**config.mk**
```make
export PLATFORM = sky130hd
export DESIGN_NAME = fifo_wr_arbiter
export DESIGN_NICKNAME = d
export VERILOG_FILES = /design/src/rtl/papilio_arb_pkg.sv /design/src/rtl/rr_pick.sv /design/src/rtl/fifo_wr_arbiter.sv
export SDC_FILE = /design/constraint.sdc
export NUM_CORES = 1
export LEC_CHECK = 0
export BUFFER_PORTS_ARGS = -buffer_cell sky130_fd_sc_hd__buf_2
export CAP_MARGIN = 10
export CORE_MARGIN = 2
export CORE_UTILIZATION = 33
export DETAILED_ROUTE_END_ITERATION = 16
export GPL_TIMING_DRIVEN = 0
export SLEW_MARGIN = 10
export SYNTH_ARGS = -nofsm -noshare
export SYNTH_HDL_FRONTEND = slang
export SYNTH_SLANG_ARGS = --single-unit
export TNS_END_PERCENT = 100
```
**constraint.sdc**
```tcl
create_clock -name clk -period 2.33 [get_ports clk]
set_input_delay 0.466 -clock clk [delete_from_list [all_inputs] [get_ports clk]]
set_output_delay 0.466 -clock clk [all_outputs]
set_load 0.1 [all_outputs]
```
**src/rtl/papilio_arb_pkg.sv**
```systemverilog
// Shared definitions for the FIFO write-port arbiter: FSM encoding and
// sizing helper used for source-ID widths.
package papilio_arb_pkg;

  localparam logic ST_IDLE  = 1'b0;
  localparam logic ST_GRANT = 1'b1;

  typedef enum logic {
    IDLE  = ST_IDLE,
    GRANT = ST_GRANT
  } arb_state_e;

  // A one-bit ID is still needed when there are only two requesters.
  function automatic int clog2_min1(input int n);
    return (n <= 2) ? 1 : $clog2(n);
  endfunction

endpackage

```
**src/rtl/rr_pick.sv**
```systemverilog
// Round-robin selector: finds the first requesting index strictly after
// last_grant, wrapping around to last_grant itself as the lowest priority.
module rr_pick
  import papilio_arb_pkg::*;
#(
  parameter int NUM_REQ  = 4,
  parameter int ID_WIDTH = clog2_min1(NUM_REQ)
) (
  input  logic [NUM_REQ-1:0]  req,
  input  logic [ID_WIDTH-1:0] last_grant,
  output logic                any_req,
  output logic [ID_WIDTH-1:0] winner
);

  // Two descending passes: the wrapped range first, so the range above
  // last_grant overrides it and the lowest index there wins.
  always_comb begin
    any_req = |req;
    winner  = '0;
    for (int i = NUM_REQ - 1; i >= 0; i--) begin
      if (req[i] && (ID_WIDTH'(i) <= last_grant)) begin
        winner = ID_WIDTH'(i);
      end else begin
        winner = winner;
      end
    end
    for (int i = NUM_REQ - 1; i >= 0; i--) begin
      if (req[i] && (ID_WIDTH'(i) > last_grant)) begin
        winner = ID_WIDTH'(i);
      end else begin
        winner = winner;
      end
    end
  end

endmodule

```
**src/rtl/fifo_wr_arbiter.sv**
```systemverilog
// Burst-locked round-robin arbiter sharing one fifo_sync write port between
// NUM_REQ ready/valid producers; tags each beat with its source ID.
module fifo_wr_arbiter
  import papilio_arb_pkg::*;
#(
  parameter int NUM_REQ    = 4,
  parameter int DATA_WIDTH = 8,
  parameter int MAX_BURST  = 16,
  parameter int ID_WIDTH   = clog2_min1(NUM_REQ),
  parameter int CNT_WIDTH  = $clog2(MAX_BURST + 1)
) (
  input  logic                          clk,
  input  logic                          rst_n,
  input  logic [NUM_REQ*DATA_WIDTH-1:0] req_data,
  input  logic [NUM_REQ-1:0]            req_valid,
  input  logic [NUM_REQ-1:0]            req_last,
  output logic [NUM_REQ-1:0]            req_ready,
  output logic [DATA_WIDTH-1:0]         fifo_wr_data,
  output logic                          fifo_wr_valid,
  input  logic                          fifo_wr_ready,
  output logic [ID_WIDTH-1:0]           fifo_wr_id,
  output logic                          busy
);

  localparam logic [CNT_WIDTH-1:0] LAST_BEAT = CNT_WIDTH'(MAX_BURST - 1);

  arb_state_e            state_r, state_s;
  logic [ID_WIDTH-1:0]   grant_id_r, grant_id_s;
  logic [ID_WIDTH-1:0]   last_grant_r, last_grant_s;
  logic [CNT_WIDTH-1:0]  beat_cnt_r, beat_cnt_s;
  logic                  any_req_s;
  logic [ID_WIDTH-1:0]   winner_s;
  logic                  sel_valid_s;
  logic                  sel_last_s;
  logic [DATA_WIDTH-1:0] sel_data_s;

  rr_pick #(
    .NUM_REQ  (NUM_REQ),
    .ID_WIDTH (ID_WIDTH)
  ) u_rr_pick (
    .req        (req_valid),
    .last_grant (last_grant_r),
    .any_req    (any_req_s),
    .winner     (winner_s)
  );

  assign busy = (state_r == GRANT);

  // AND-OR mux of the granted requester's valid/last/data
  always_comb begin
    sel_valid_s = 1'b0;
    sel_last_s  = 1'b0;
    sel_data_s  = '0;
    for (int i = 0; i < NUM_REQ; i++) begin
      sel_valid_s = sel_valid_s | ((ID_WIDTH'(i) == grant_id_r) & req_valid[i]);
      sel_last_s  = sel_last_s  | ((ID_WIDTH'(i) == grant_id_r) & req_last[i]);
      sel_data_s  = sel_data_s  |
                    ({DATA_WIDTH{ID_WIDTH'(i) == grant_id_r}} & req_data[i*DATA_WIDTH +: DATA_WIDTH]);
    end
  end

  // Next-state logic and the combinational write-port pass-through
  always_comb begin
    state_s       = state_r;
    grant_id_s    = grant_id_r;
    last_grant_s  = last_grant_r;
    beat_cnt_s    = beat_cnt_r;
    fifo_wr_valid = 1'b0;
    fifo_wr_data  = '0;
    fifo_wr_id    = '0;
    req_ready     = '0;
    case (state_r)
      IDLE: begin
        if (any_req_s) begin
          grant_id_s   = winner_s;
          last_grant_s = winner_s;
          beat_cnt_s   = '0;
          state_s      = GRANT;
        end else begin
          state_s = IDLE;
        end
      end
      GRANT: begin
        // valid never looks at fifo_wr_ready, so no loop through the FIFO
        fifo_wr_valid = sel_valid_s;
        fifo_wr_data  = sel_data_s;
        fifo_wr_id    = grant_id_r;
        for (int i = 0; i < NUM_REQ; i++) begin
          req_ready[i] = (ID_WIDTH'(i) == grant_id_r) & fifo_wr_ready;
        end
        if (sel_valid_s && fifo_wr_ready) begin
          beat_cnt_s = beat_cnt_r + CNT_WIDTH'(1);
          if (sel_last_s || (beat_cnt_r == LAST_BEAT)) begin
            state_s = IDLE;
          end else begin
            state_s = GRANT;
          end
        end else begin
          beat_cnt_s = beat_cnt_r;
        end
      end
      default: begin
        state_s = IDLE;
      end
    endcase
  end

  // FSM, grant and burst-counter registers
  always_ff @(posedge clk or negedge rst_n) begin
    if (!rst_n) begin
      state_r      <= IDLE;
      grant_id_r   <= '0;
      last_grant_r <= ID_WIDTH'(NUM_REQ - 1);
      beat_cnt_r   <= '0;
    end else begin
      state_r      <= state_s;
      grant_id_r   <= grant_id_s;
      last_grant_r <= last_grant_s;
      beat_cnt_r   <= beat_cnt_s;
    end
  end

endmodule

```
Word level (Yosys, flattened, before mapping)
Cells that the tools add are included.
{ "word_totals": {"register_bits": 10, "inputBits": 43, "output_inout_bits": 16, "wordCells": 78} }
{ "classes": {"n_addsub": 1, "n_lt_le_gt_ge": 8, "eq_ne": 6, "n_mux": 19, "bitwise_logic": 26, "reduce_logical": 14} }
{ "ops": {"columns": ["op", "n"], "rows": [
  ["AND 8 bit", 4],
  ["bitwise OR 8 bit", 3],
  ["2-to-1 mux 2 bit", 9],
  ["AND 1 bit", 12],
  ["2-to-1 mux 5 bit", 2],
  ["one-hot mux 5 bit (2 select lines)", 1],
  ["logical AND 1 bit", 9],
  ["2-to-1 mux 8 bit", 1],
  ["bitwise OR 1 bit", 6],
  ["adder 5 x 1 -> 5 bit (second input constant)", 1],
  ["== test 5 x 4 -> 1 bit (second input constant)", 1],
  ["== test 2 bit (first input constant)", 2],
  ["> comparator 1 x 2 -> 1 bit (first input constant)", 2],
  ["> comparator 2 bit (first input constant)", 2],
  ["<= comparator 1 x 2 -> 1 bit (first input constant)", 2],
  ["<= comparator 2 bit (first input constant)", 2],
  ["2-to-1 mux 1 bit", 4],
  ["2-to-1 mux 4 bit", 1],
  ["AND reduction 2 bit", 2],
  ["OR reduction 4 bit", 1],
  ["== test 1 x 2 -> 1 bit (first input constant)", 1],
  ["logical NOT 2 bit", 1],
  ["inequality test 2 x 1 -> 1 bit (second input constant)", 1],
  ["inequality test 2 bit (second input constant)", 1],
  ["3 further kinds", 3]
]} }

Depth between registers and ports, before layout
Gate-level depths: netlist of the first run.
{ "depth": {"ltp_word": 10, "depth_mapped": 6} }

Hierarchy
A second synthesis of the first run with hierarchy kept.
{ "hier_totals": {"cells_unflattened": 100, "hier_area_um2": 937.1} }
{ "by_module_without_submodules": {"columns": ["mod", "n_inst", "cells_per_inst", "area_per_inst_um2"], "rows": [
  ["fifo_wr_arbiter", 1, 86, 855.8],
  ["rr_pick", 1, 14, 81.3]
]} }

Worst setup path before layout of the first run
Ideal clock, no wire load.
{ "synth_timing": {"kind": "register to output", "start": "register state_r (netlist: busy)", "end": "output fifo_wr_valid", "t_arrival_ps": 3549, "setup_slack_ps": -1685, "stages_incl_launch_ff": 4, "path_buffers": 1, "cell_sequence": "dfrtp_1 clkbuf_1 inv_1 a211oi_1"} }
{ "synth_between": {"elab_chain_cells": 1} }
{ "synth_rtl": {"columns": ["element", "line", "text"], "rows": [
  ["from (decl)", "fifo_wr_arbiter.sv:27", "arb_state_e state_r, state_s;"],
  ["from (signal assigned)", "fifo_wr_arbiter.sv:116", "state_r <= state_s;"],
  ["2-to-1 mux 1 bit", "fifo_wr_arbiter.sv:72", "case (state_r)"],
  ["to (decl)", "fifo_wr_arbiter.sv:19", "output logic fifo_wr_valid,"]
]} }
No other way between the ends.

Final worst setup path of the first run
{ "layout_timing": {"start": "register grant_id_r[0]", "end": "output fifo_wr_data[7]"} }
{ "layout_between": {"elab_chain_cells": 6, "word_cells_on_any_way": 12} }
{ "layout_rtl": {"columns": ["element", "line", "text"], "rows": [
  ["from (decl)", "fifo_wr_arbiter.sv:28", "logic [ID_WIDTH-1:0] grant_id_r, grant_id_s;"],
  ["from (signal assigned)", "fifo_wr_arbiter.sv:117", "grant_id_r <= grant_id_s;"],
  ["== test 1 x 2 -> 1 bit or logical NOT 2 bit (tied branches)", "fifo_wr_arbiter.sv:58", "({DATA_WIDTH{ID_WIDTH'(i) == grant_id_r}} & req_data[i*DATA_WIDTH +: DATA_WIDTH]);"],
  ["AND 8 bit", "fifo_wr_arbiter.sv:58", null],
  ["bitwise OR 8 bit (2 in a row)", "fifo_wr_arbiter.sv:57", "sel_data_s = sel_data_s |"],
  ["bitwise OR 8 bit (*)", "fifo_wr_arbiter.sv:57", null],
  ["2-to-1 mux 8 bit (*)", "fifo_wr_arbiter.sv:72", null],
  ["to (decl)", "fifo_wr_arbiter.sv:18", "output logic [DATA_WIDTH-1:0] fifo_wr_data,"]
]} }
Mark *: on every way between the ends. The rest lies on a longest branch, timed or not.

==> impl_metrics.tcl, run 1 <==
set metrics [dict create \
    met1_usage_pct 17.08 \
    worst_path_largest_cell_delay_ns 0.51 \
    row_count 19 \
    antenna_left 0 \
    die-width_microns 57.01 \
    ys_seq_elements 10 \
    maxSlewViolCount 0 \
    globalRouteMet3Util_pct 5.442 \
    cts_tree "done" \
    via_count_of_the_first_global_routing_pass 870 \
    fin_nets 194 \
    period_share_pct 95.52 \
    clock_latency_ns 0.26 \
    maxCapViolations 0 \
    ctsHtreeMaxLevel 1 \
    worst_setup_path_end_kind "output pin" \
    holdCritPathClass "input pin to asynchronous set/reset pin" \
    critical_path.cell_chain "buf_6 > mux4_2 > and2_1 > buf_2" \
    num_vias 920 \
    drc 0 \
    proportion_of_layout_cells_with_a_drive_suffix_above_1_pct 61.49 \
    hpwlAfterDp_mm 2.036 \
    seq_area_frac_synth_pct 27.26 \
    tightest_slew_ns 0.4882 \
    worst_path_dominant_cell_family "multiplexers" \
    synthToLayoutAreaGrowth_pct 41.30 \
    syn_inst 88 \
    report.final.setup_viol 0 \
    routed_wl_mm 2.351 \
    critPathRequiredTime_ns 1.86 \
    final_cells 179 \
    grt_max_degree 15 \
    multi_input_area_sq_um 655.6 \
    placement.io_buffers 58 \
    drt_pre_antenna_iters 3 \
    mappedNetlistArea_sq_um 927.1 \
    design.die.area_sq_um 3250 \
    post_cts_hold_buffer_count 0 \
    synth.avg_cell_area_sq_um 10.54 \
    final-hold-violation-count 0 \
    fin_area_sq_um 1310 \
    boundary_pins 59 \
    top_usage_layer "met2" \
    diodes 0 \
    outcome "finished, final reports clean" \
    die_height_microns 57.01 \
    timing.critical_path.from_type "register" \
    core_area_sq_um 2710 \
    cts_max_path_buffers 2 \
    clk_pin_slew_worst_paths_ns 0.07 \
    met2_usage_pct 27.91 \
    crit_fanout 14 \
    filler_cell_count 255 \
    global_route.usage.total_pct 14.82 \
    tritoncts_sink_count 10 \
    mappedNetlistNets 133 \
    dpl-instance-area_sq_um 1285 \
    grt_first_pass_wirelength_mm 3.898 \
    placed_instance_count 177 \
    cts_setup_buffers 0 \
    timing.critical_path.slowest_stage_cell "mux4_2" \
    worst_clock_skew_ns 0.005404 \
    gpl.final_weighted_congestion 0.6769 \
    setup_tns_ns 0 \
    grt_overflow 0 \
    initial_cell_density_of_the_core_pct 34.21 \
    cts_buffers 3 \
    yosysUniqueCellTypes 38 \
    relSlewSlack_pct 67.68 \
    timing.critical_path.buf_inv 2 \
    crit_type "register to output pin" \
    final_period_minus_worst_setup_slack_ns 2.226 \
    fmax_ghz 0.4493 \
    antenna_found_initial 0 \
    route.detailed.vias_per_inst 5.140 \
    yosys_warnings 0 \
    dr.first_iter.drc_count 6 \
    rsz0062_at_grt "no" \
    worst-endpoint-arrival_ns 1.76 \
    ff_latch_area_sq_um 257.7 \
    detail_routed_net_length_per_standard_cell_microns 13.13 \
    clk_root_buffer_cell "clkbuf_4" \
]
kinds of logic after synthesis:
| group | count (synthesis) | synth area share, % |
|---|---|---|
| muxes | 15 | 31.17 |
| and+or+nand+nor | 34 | 20.11 |
| buffers and inverters | 9 | 4.722 |
| AOI/OAI and AO/OA | 18 | 14.04 |
| DFF | 10 | 27.26 |
| adders and majority gates | 2 | 2.699 |
routing by layer:
metal / part of all wire, % / wire length [microns]
met4: 0 / 0
met2: 49 / 1152
met1: 40 / 950
met3: 11 / 249
met5: 0 / 0
cells in the mapped netlist:
cell type	n	area, sq um
o31ai_1	1	7.510
a2bb2oi_1	1	8.760
mux4_2	9	202.7
nor3_1	1	5.000
nor2b_1	1	6.260
nand3b_1	1	7.510
nand3_2	1	10.01
nand2_1	4	15.01
o211ai_1	1	7.510
mux2i_1	2	20.02
o221ai_1	1	8.760
nor4_2	1	12.51
inv_1	4	15.01
o22a_2	1	10.01
buf_2	1	5.000
o22ai_2	1	12.51
clkbuf_1	2	7.510
and3_1	1	6.260
buf_6	1	11.26
nand3_1	3	15.01
a211oi_1	1	7.510
clkbuf_2	1	5.000
a21o_1	1	7.510
o32a_1	1	10.01
a21boi_0	1	7.510
mux2i_4	1	22.52
and2_1	9	56.30
dfstp_2	2	52.55
nor2_1	9	33.78
or2_1	1	6.260
nand2b_1	2	12.51
o21a_1	1	7.510
o21ai_0	2	10.01
a21oi_1	5	25.02
mux2i_2	1	13.76
dfrtp_1	8	200.2
mux2_4	2	30.03
ha_1	2	25.02
sequential cells by signal, indices dropped and copies added, names as in the netlist:
register,flops
grant_id_r,2
last_grant_r,2
busy,1
beat_cnt_r,5
worst paths after layout:
check / cells past startpoint / slack [ns] / startpoint / end
max reg2reg: 5 / 0.63 / grant_id_r[0] / beat_cnt_r[2]
min: 1 / 0.06 / rst_n / beat_cnt_r[2]
min reg2reg: 1 / 0.51 / beat_cnt_r[3] / beat_cnt_r[3]
min in group clk: 1 / 0.51 / beat_cnt_r[3] / beat_cnt_r[3]
max in group asynchronous: 1 / 2.01 / rst_n / last_grant_r[1]
max: 4 / 0.10 / grant_id_r[0] / fifo_wr_data[7]
cells in the final DEF (no fill, tap or decap), types with 2 or more instances in the layout:
cell	Yosys	layout
a21oi_1	5	5
and2_1	9	9
buf_2	1	57
clkbuf_4	0	4
dfrtp_1	8	6
dfstp_2	2	2
ha_1	2	2
inv_1	4	4
mux2_4	2	2
mux2i_1	2	2
mux4_2	9	9
nand2_1	4	4
nand2b_1	2	2
nand3_1	3	3
nor2_1	9	4
nor2_2	0	5
o21ai_0	2	2
per-stage QoR:
step                      utilization [%]  hold WS (ns)  setup WS (ns)
after CTS                           48.43       0.05564        0.04588
after floorplan                         -        0.1704       0.006589
after global placement              47.41        0.3419        0.03541
final                               48.34       0.05536         0.1044
after detailed placement            47.41        0.3442        0.01688
after global routing                48.34       0.06423        0.03315
timing repair:
item                                    4_1_cts  5_1_grt
endpoints found under the setup margin        8        7
resized for setup                             3        1
hold endpoints to repair                      0        0
cell type report:
class | instances | area share [%]
flip-flops and latches | 10 | 19.68
repair buffers | 58 | 22.35
inverters | 4 | 1.146
clock buffers | 4 | 2.006
plain buffers | 3 | 1.815
well taps | 31 | 2.961
multi-input cells | 69 | 50.05
Power of run 1 is not shown: default switching activity piles up to over one toggle a cycle in this logic, so the estimate is an artifact.
==> run 2: changes to the inputs <==
CAP_MARGIN = not set   (was 10)
PLACE_DENSITY = 0.67   (was not set)
clock period = 1.8 ns   (was 2.33 ns; I/O delays follow)
==> run 2 against run 1 <==
  * The flow now finishes with violations (negative setup slack)
  * Clock skew grew 0.0053 ns
  * Clock-buffer cell count is the same
  * Setup slack worse by 0.39 ns
==> impl_metrics.tcl, run 2 (same netlist as run 1, synthesis figures left out) <==
set metrics [dict create \
    outcome "finished, violations left" \
    failing_checks "negative setup slack" \
    final_period_minus_worst_setup_slack_ns 2.081 \
    route.detailed.vias_per_inst 5.216 \
    fmax_ghz 0.4804 \
    crit_type "register to output pin" \
    crit_fanout 5 \
    most-common-layout-cells "buf_2 (43), buf_12 (16), buf_4 (11)" \
    die_height_microns 57.01 \
    fin_area_sq_um 1828 \
    worst_path_largest_cell_delay_ns 0.51 \
    timing.critical_path.slowest_stage_cell "mux4_2" \
    core_area_sq_um 2710 \
    routed_wl_mm 3.301 \
    tritoncts_sink_count 10 \
    placement.io_buffers 58 \
    design.die.area_sq_um 3250 \
    hpwlAfterDp_mm 2.045 \
    report.final.setup_viol 11 \
    dpl-instance-area_sq_um 1328 \
    timing.critical_path.buf_inv 3 \
    r2r_slack_ns 0.06 \
    worst_r2r_startpoint "grant_id_r[0]" \
    die-width_microns 57.01 \
    critPathRequiredTime_ns 1.44 \
    clock_latency_ns 0.27 \
    grt_first_pass_wirelength_mm 4.961 \
    num_vias 1038 \
    cts_max_path_buffers 2 \
    timing.critical_path.from_type "register" \
    critical_path.cell_chain "buf_6 > buf_12 > mux4_2 > and2_4 > buf_12" \
    relSlewSlack_pct 67.30 \
    worst_r2r_path_depth 7 \
    rr_endpoint "beat_cnt_r[3]" \
    holdCritPathClass "input pin to asynchronous set/reset pin" \
    largest_register_ff_count 5 \
    grt_overflow 0 \
    global_route.usage.total_pct 19.70 \
    boundary_pins 59 \
    diodes 0 \
    proportion_of_layout_cells_with_a_drive_suffix_above_1_pct 73.81 \
    drc 0 \
    fin_nets 214 \
    worst_clock_skew_ns 0.01074 \
    tightest_slew_ns 0.4939 \
    rsz0062_at_grt "yes" \
    maxCapViolations 0 \
    final-hold-violation-count 0 \
    antenna_found_initial 0 \
    worst-endpoint-arrival_ns 1.72 \
    clk_root_buffer_cell "clkbuf_4" \
    period_share_pct 115.6 \
    row_count 19 \
    antenna_left 0 \
    ctsHtreeMaxLevel 1 \
    worst_setup_path_end_kind "output pin" \
    detail_routed_net_length_per_standard_cell_microns 16.59 \
    post-route-worst-setup-slack_ns -0.2814 \
    path_common_cell "buf_12" \
    cts_buffers 3 \
    final_util_pct 67.45 \
    via_count_of_the_first_global_routing_pass 1023 \
    clk_pin_slew_worst_paths_ns 0.07 \
    final_common_cell "buf_2" \
    holdWs_ns 0.4740 \
    drt_pre_antenna_iters 4 \
    gpl.final_weighted_congestion 0.7615 \
    biggest_registers_after_layout "beat_cnt_r x5, grant_id_r x2, last_grant_r x2" \
    synthToLayoutAreaGrowth_pct 97.17 \
    cts_tree "done" \
    dr.first_iter.drc_count 34 \
    maxSlewViolCount 0 \
    grt_max_degree 11 \
    worst_path_dominant_cell_family "multiplexers" \
    largest_register "beat_cnt_r" \
    initial_cell_density_of_the_core_pct 34.21 \
]
## run 2: cell type report
type	instances	area, sq um
fillers	185	882.1
multi-input cells	69	738.2
repair buffers	76	675.6
flip-flops and latches	10	257.7
plain buffers	5	57.56
well taps	31	38.79
clock buffers	4	36.28
inverters	4	23.77
## run 2: worst max-delay path by stage
| stage | start | endpoint | slack (ns) | depth (start not counted) |
|---|---|---|---|---|
| final | grant_id_r[0] | fifo_wr_data[2] | -0.28 | 5 |
| after global routing | grant_id_r[0] | fifo_wr_data[2] | -0.35 | 5 |
| after CTS | grant_id_r[0] | fifo_wr_data[1] | -0.31 | 6 |
| after detailed placement | grant_id_r[0] | fifo_wr_data[2] | -0.42 | 5 |
| after global placement | grant_id_r[0] | fifo_wr_data[2] | -0.39 | 5 |
| after floorplan | busy | fifo_wr_valid | -0.30 | 3 |
## run 2: worst register-to-register path, delay by kind of cell (launching register included)
kind	cells	cell delay, ns
AOI/OAI and AO/OA	2	0.34
buffers and inverters	3	0.41
muxes	2	0.50
DFF	1	0.38
## run 2: per-stage QoR
stage                     cells  setup TNS (ns)  worst slack, ns
after floorplan              88          -2.029          -0.3047
after global placement      177          -2.817          -0.3919
after detailed placement    177          -3.111          -0.4192
after CTS                   193          -2.532          -0.3066
after global routing        199          -3.139          -0.3463
final                       199          -2.486          -0.2814
## run 2: per-layer routing
metal	routed length (microns)	vias up	global-route usage, %
li1	-	491	-
met1	1191	489	24.02
met2	1775	52	35.14
met3	252	6	4.989
met4	82	0	4.319
met5	0	-	0
## run 2: timing repair
action / CTS / global route
pin swaps: 11 / 4
hold endpoints to repair: 8 / 0
gates cloned: 1 / 0
endpoints found under the setup margin: 15 / 17
hold buffers: 1 / 0
gates resized for setup: 78 / 9
setup buffers: 10 / 7
Power of run 2 is left out for the same reason.
==> run 3: changes to the inputs <==
ABC_AREA = 1   (was not set)
==> run 3 against run 2 <==
  * The run still ends with negative setup slack left
  * Non-clock buffer count down 11
  * First-iteration DRC count rose by 74%
  * Synthesized area up 2.0%
  * Core utilization is 0.50 points lower
  * Maximum frequency up 8.0%
  * Global-route usage decreased by 0.71 points
  * Setup slack better by 0.15 ns
  * Synthesized cell count increased by 58%
  * Worst hold slack got worse by 0.043 ns
  * Critical path depth grew 1
  * Cell count rose by 22%
  * Via count increased by 18%
  * Largest cell class unchanged
==> impl_metrics.tcl, run 3 <==
set metrics [dict create \
    diodes 0 \
    route.detailed.vias_per_inst 5.053 \
    failing_checks "negative setup slack" \
    dr.first_iter.drc_count 59 \
    setup_tns_ns -0.9801 \
    critPathLaunch "grant_id_r[1]" \
    maxCapViolations 0 \
    row_count 19 \
    placement.io_buffers 58 \
    synthToLayoutAreaGrowth_pct 93.52 \
    grt_max_degree 11 \
    mappedNetlistArea_sq_um 945.9 \
    antenna_found_initial 0 \
    boundary_pins 59 \
    yosys_warnings 0 \
    hpwlAfterDp_mm 2.204 \
    die-width_microns 57.54 \
    num_vias 1228 \
    grt_overflow 0 \
    worst_r2r_startpoint "busy" \
    critPathRequiredTime_ns 1.44 \
    met2_usage_pct 34.58 \
    cts_max_path_buffers 2 \
    synth.avg_cell_area_sq_um 6.805 \
    crit_type "register to output pin" \
    period_share_pct 107.1 \
    drt_pre_antenna_iters 4 \
    routed_wl_mm 3.122 \
    maxSlewViolCount 0 \
    rsz0062_at_grt "yes" \
    synth_area_leader_cell "nand2_1" \
    globalRouteMet3Util_pct 4.308 \
    mappedNetlistNets 184 \
    relSlewSlack_pct 68.00 \
    final_period_minus_worst_setup_slack_ns 1.927 \
    gpl.final_weighted_congestion 0.7513 \
    worst_r2r_path_depth 4 \
    grt_first_pass_wirelength_mm 4.961 \
    cts_buffers 3 \
    fin_nets 258 \
    worst_clock_skew_ns 0.01092 \
    design.die.area_sq_um 3311 \
    ys_seq_elements 10 \
    clk_root_buffer_cell "clkbuf_4" \
    syn_inst 139 \
    final_common_cell "nand2_1" \
    synth-async-reset-ratio_pct 100.0 \
    top_usage_layer "met2" \
    number_of_stages_on_the_worst_hold_path 4 \
    post-place-ws_ns -0.2076 \
    synth_area_leaders "nand2_1 (23%), dfrtp_1 (21%), a41oi_1 (7.4%), nand3_1 (6.9%), dfstp_2 (5.6%)" \
    worst-endpoint-arrival_ns 1.57 \
    final-hold-violation-count 0 \
    global_route.usage.total_pct 19.00 \
    tightest_slew_ns 0.4833 \
    clk_pin_slew_worst_paths_ns 0.06 \
    biggest_registers_after_layout "beat_cnt_r x5, grant_id_r x2, last_grant_r x2" \
    core_area_sq_um 2734 \
    most-common-layout-cells "nand2_1 (48), buf_2 (43), nand3_1 (13)" \
    crit_fanout 6 \
    initial_cell_density_of_the_core_pct 34.60 \
    report.final.setup_viol 9 \
    holdCritPathClass "input pin to register" \
    synth_top_area_share_pct 23.02 \
    met1_usage_pct 21.24 \
    ctsHtreeMaxLevel 1 \
    cts_tree "done" \
    worstHoldStart "req_last[3]" \
    dominantRegCellSynth "dfrtp_1" \
    rr_endpoint "beat_cnt_r[0]" \
    proportion_of_layout_cells_with_a_drive_suffix_above_1_pct 55.19 \
    clock_latency_ns 0.27 \
    largest_register_ff_count 5 \
    die_height_microns 57.54 \
    drc 0 \
    synth_edf_count 0 \
    antenna_left 0 \
    via_count_of_the_first_global_routing_pass 1219 \
    detail_routed_net_length_per_standard_cell_microns 12.85 \
    post_synth_most_frequent_cells "nand2_1 (58), nand3_1 (13), inv_1 (9)" \
    timing.critical_path.from_type "register" \
    fmax_ghz 0.5190 \
    terminating_pin_of_the_worst_hold_path "busy" \
    outcome "finished, violations left" \
    worst_setup_path_end_kind "output pin" \
    largest_register "beat_cnt_r" \
    seq_area_frac_synth_pct 26.72 \
    post-synth-top-count-cell "nand2_1" \
    post-route-worst-setup-slack_ns -0.1269 \
    r2r_slack_ns 0.23 \
    yosysUniqueCellTypes 26 \
    tritoncts_sink_count 10 \
]
## run 3: cell count changes in the layout (fill, tap and decap cells not counted), moves of 7 or more
cell and delta:
a41oi_4 +8, and2_4 -8, inv_1 +7, mux4_2 -9, nand2_1 +44, nand2_2 +7, nand2_4 +9, nand3_1 +10
o21ai_1 +7
## run 3: worst max path at each step
stage,end
after floorplan,req_ready[0]
after global placement,fifo_wr_data[2]
after detailed placement,fifo_wr_data[6]
after CTS,fifo_wr_data[6]
after global routing,fifo_wr_data[2]
final,fifo_wr_data[5]
## run 3: per-layer routing
| layer | part of all wire [%] | up-vias |
|---|---|---|
| met2 | 52 | 47 |
| met5 | 0 | - |
| met1 | 39 | 571 |
| met4 | 0.83 | 0 |
| li1 | - | 606 |
| met3 | 8.2 | 4 |
## run 3: area by class of cell
| cell class | count | area, sq um |
|---|---|---|
| well taps | 31 | 38.79 |
| inverters | 15 | 68.82 |
| fillers | 219 | 903.4 |
| multi-input cells | 112 | 855.8 |
| plain buffers | 2 | 26.28 |
| repair inverters | 1 | 7.507 |
| clock buffers | 4 | 26.28 |
| flip-flops and latches | 10 | 256.5 |
| repair buffers | 68 | 550.5 |
## run 3: kinds of logic (layout without fill, tap and decap cells)
group	count (synthesis)	after routing	synth area share [%]
buffers and inverters	17	90	9.127
adder cells (fa/ha/maj)	2	2	2.645
AND/OR/NAND/NOR	90	90	44.71
AO/OA/AOI/OAI	18	18	14.95
XOR/XNOR	2	2	1.852
flip-flops	10	10	26.72
## run 3: timing repair
item | CTS | global route
hold buffers | 1 | 0
setup buffers | 8 | 1
setup endpoints to repair | 12 | 13
cloned | 1 | 0
pin swaps | 10 | 4
resized for setup | 53 | 14
hold endpoints to repair | 8 | 0
## run 3: through the flow
| step | instance area [sq um] | std cells | util [%] | hold slack [ns] |
|---|---|---|---|---|
| floorplan | 1144 | 139 | - | 0.06441 |
| global placement | 1473 | 228 | 53.87 | 0.2267 |
| detailed placement | 1473 | 228 | 53.87 | 0.2294 |
| CTS | 1775 | 242 | 64.94 | 0.4215 |
| global route | 1831 | 243 | 66.96 | 0.4481 |
| finish | 1831 | 243 | 66.96 | 0.4315 |
## run 3: critical path: stages (launching register included)
cell	delay, ns
dfrtp_1	0.39
buf_8	0.15
nor2_4	0.13
buf_6	0.15
nand2_4	0.06
a41oi_4	0.23
buf_12	0.20
Power of run 3 is left out for the same reason.
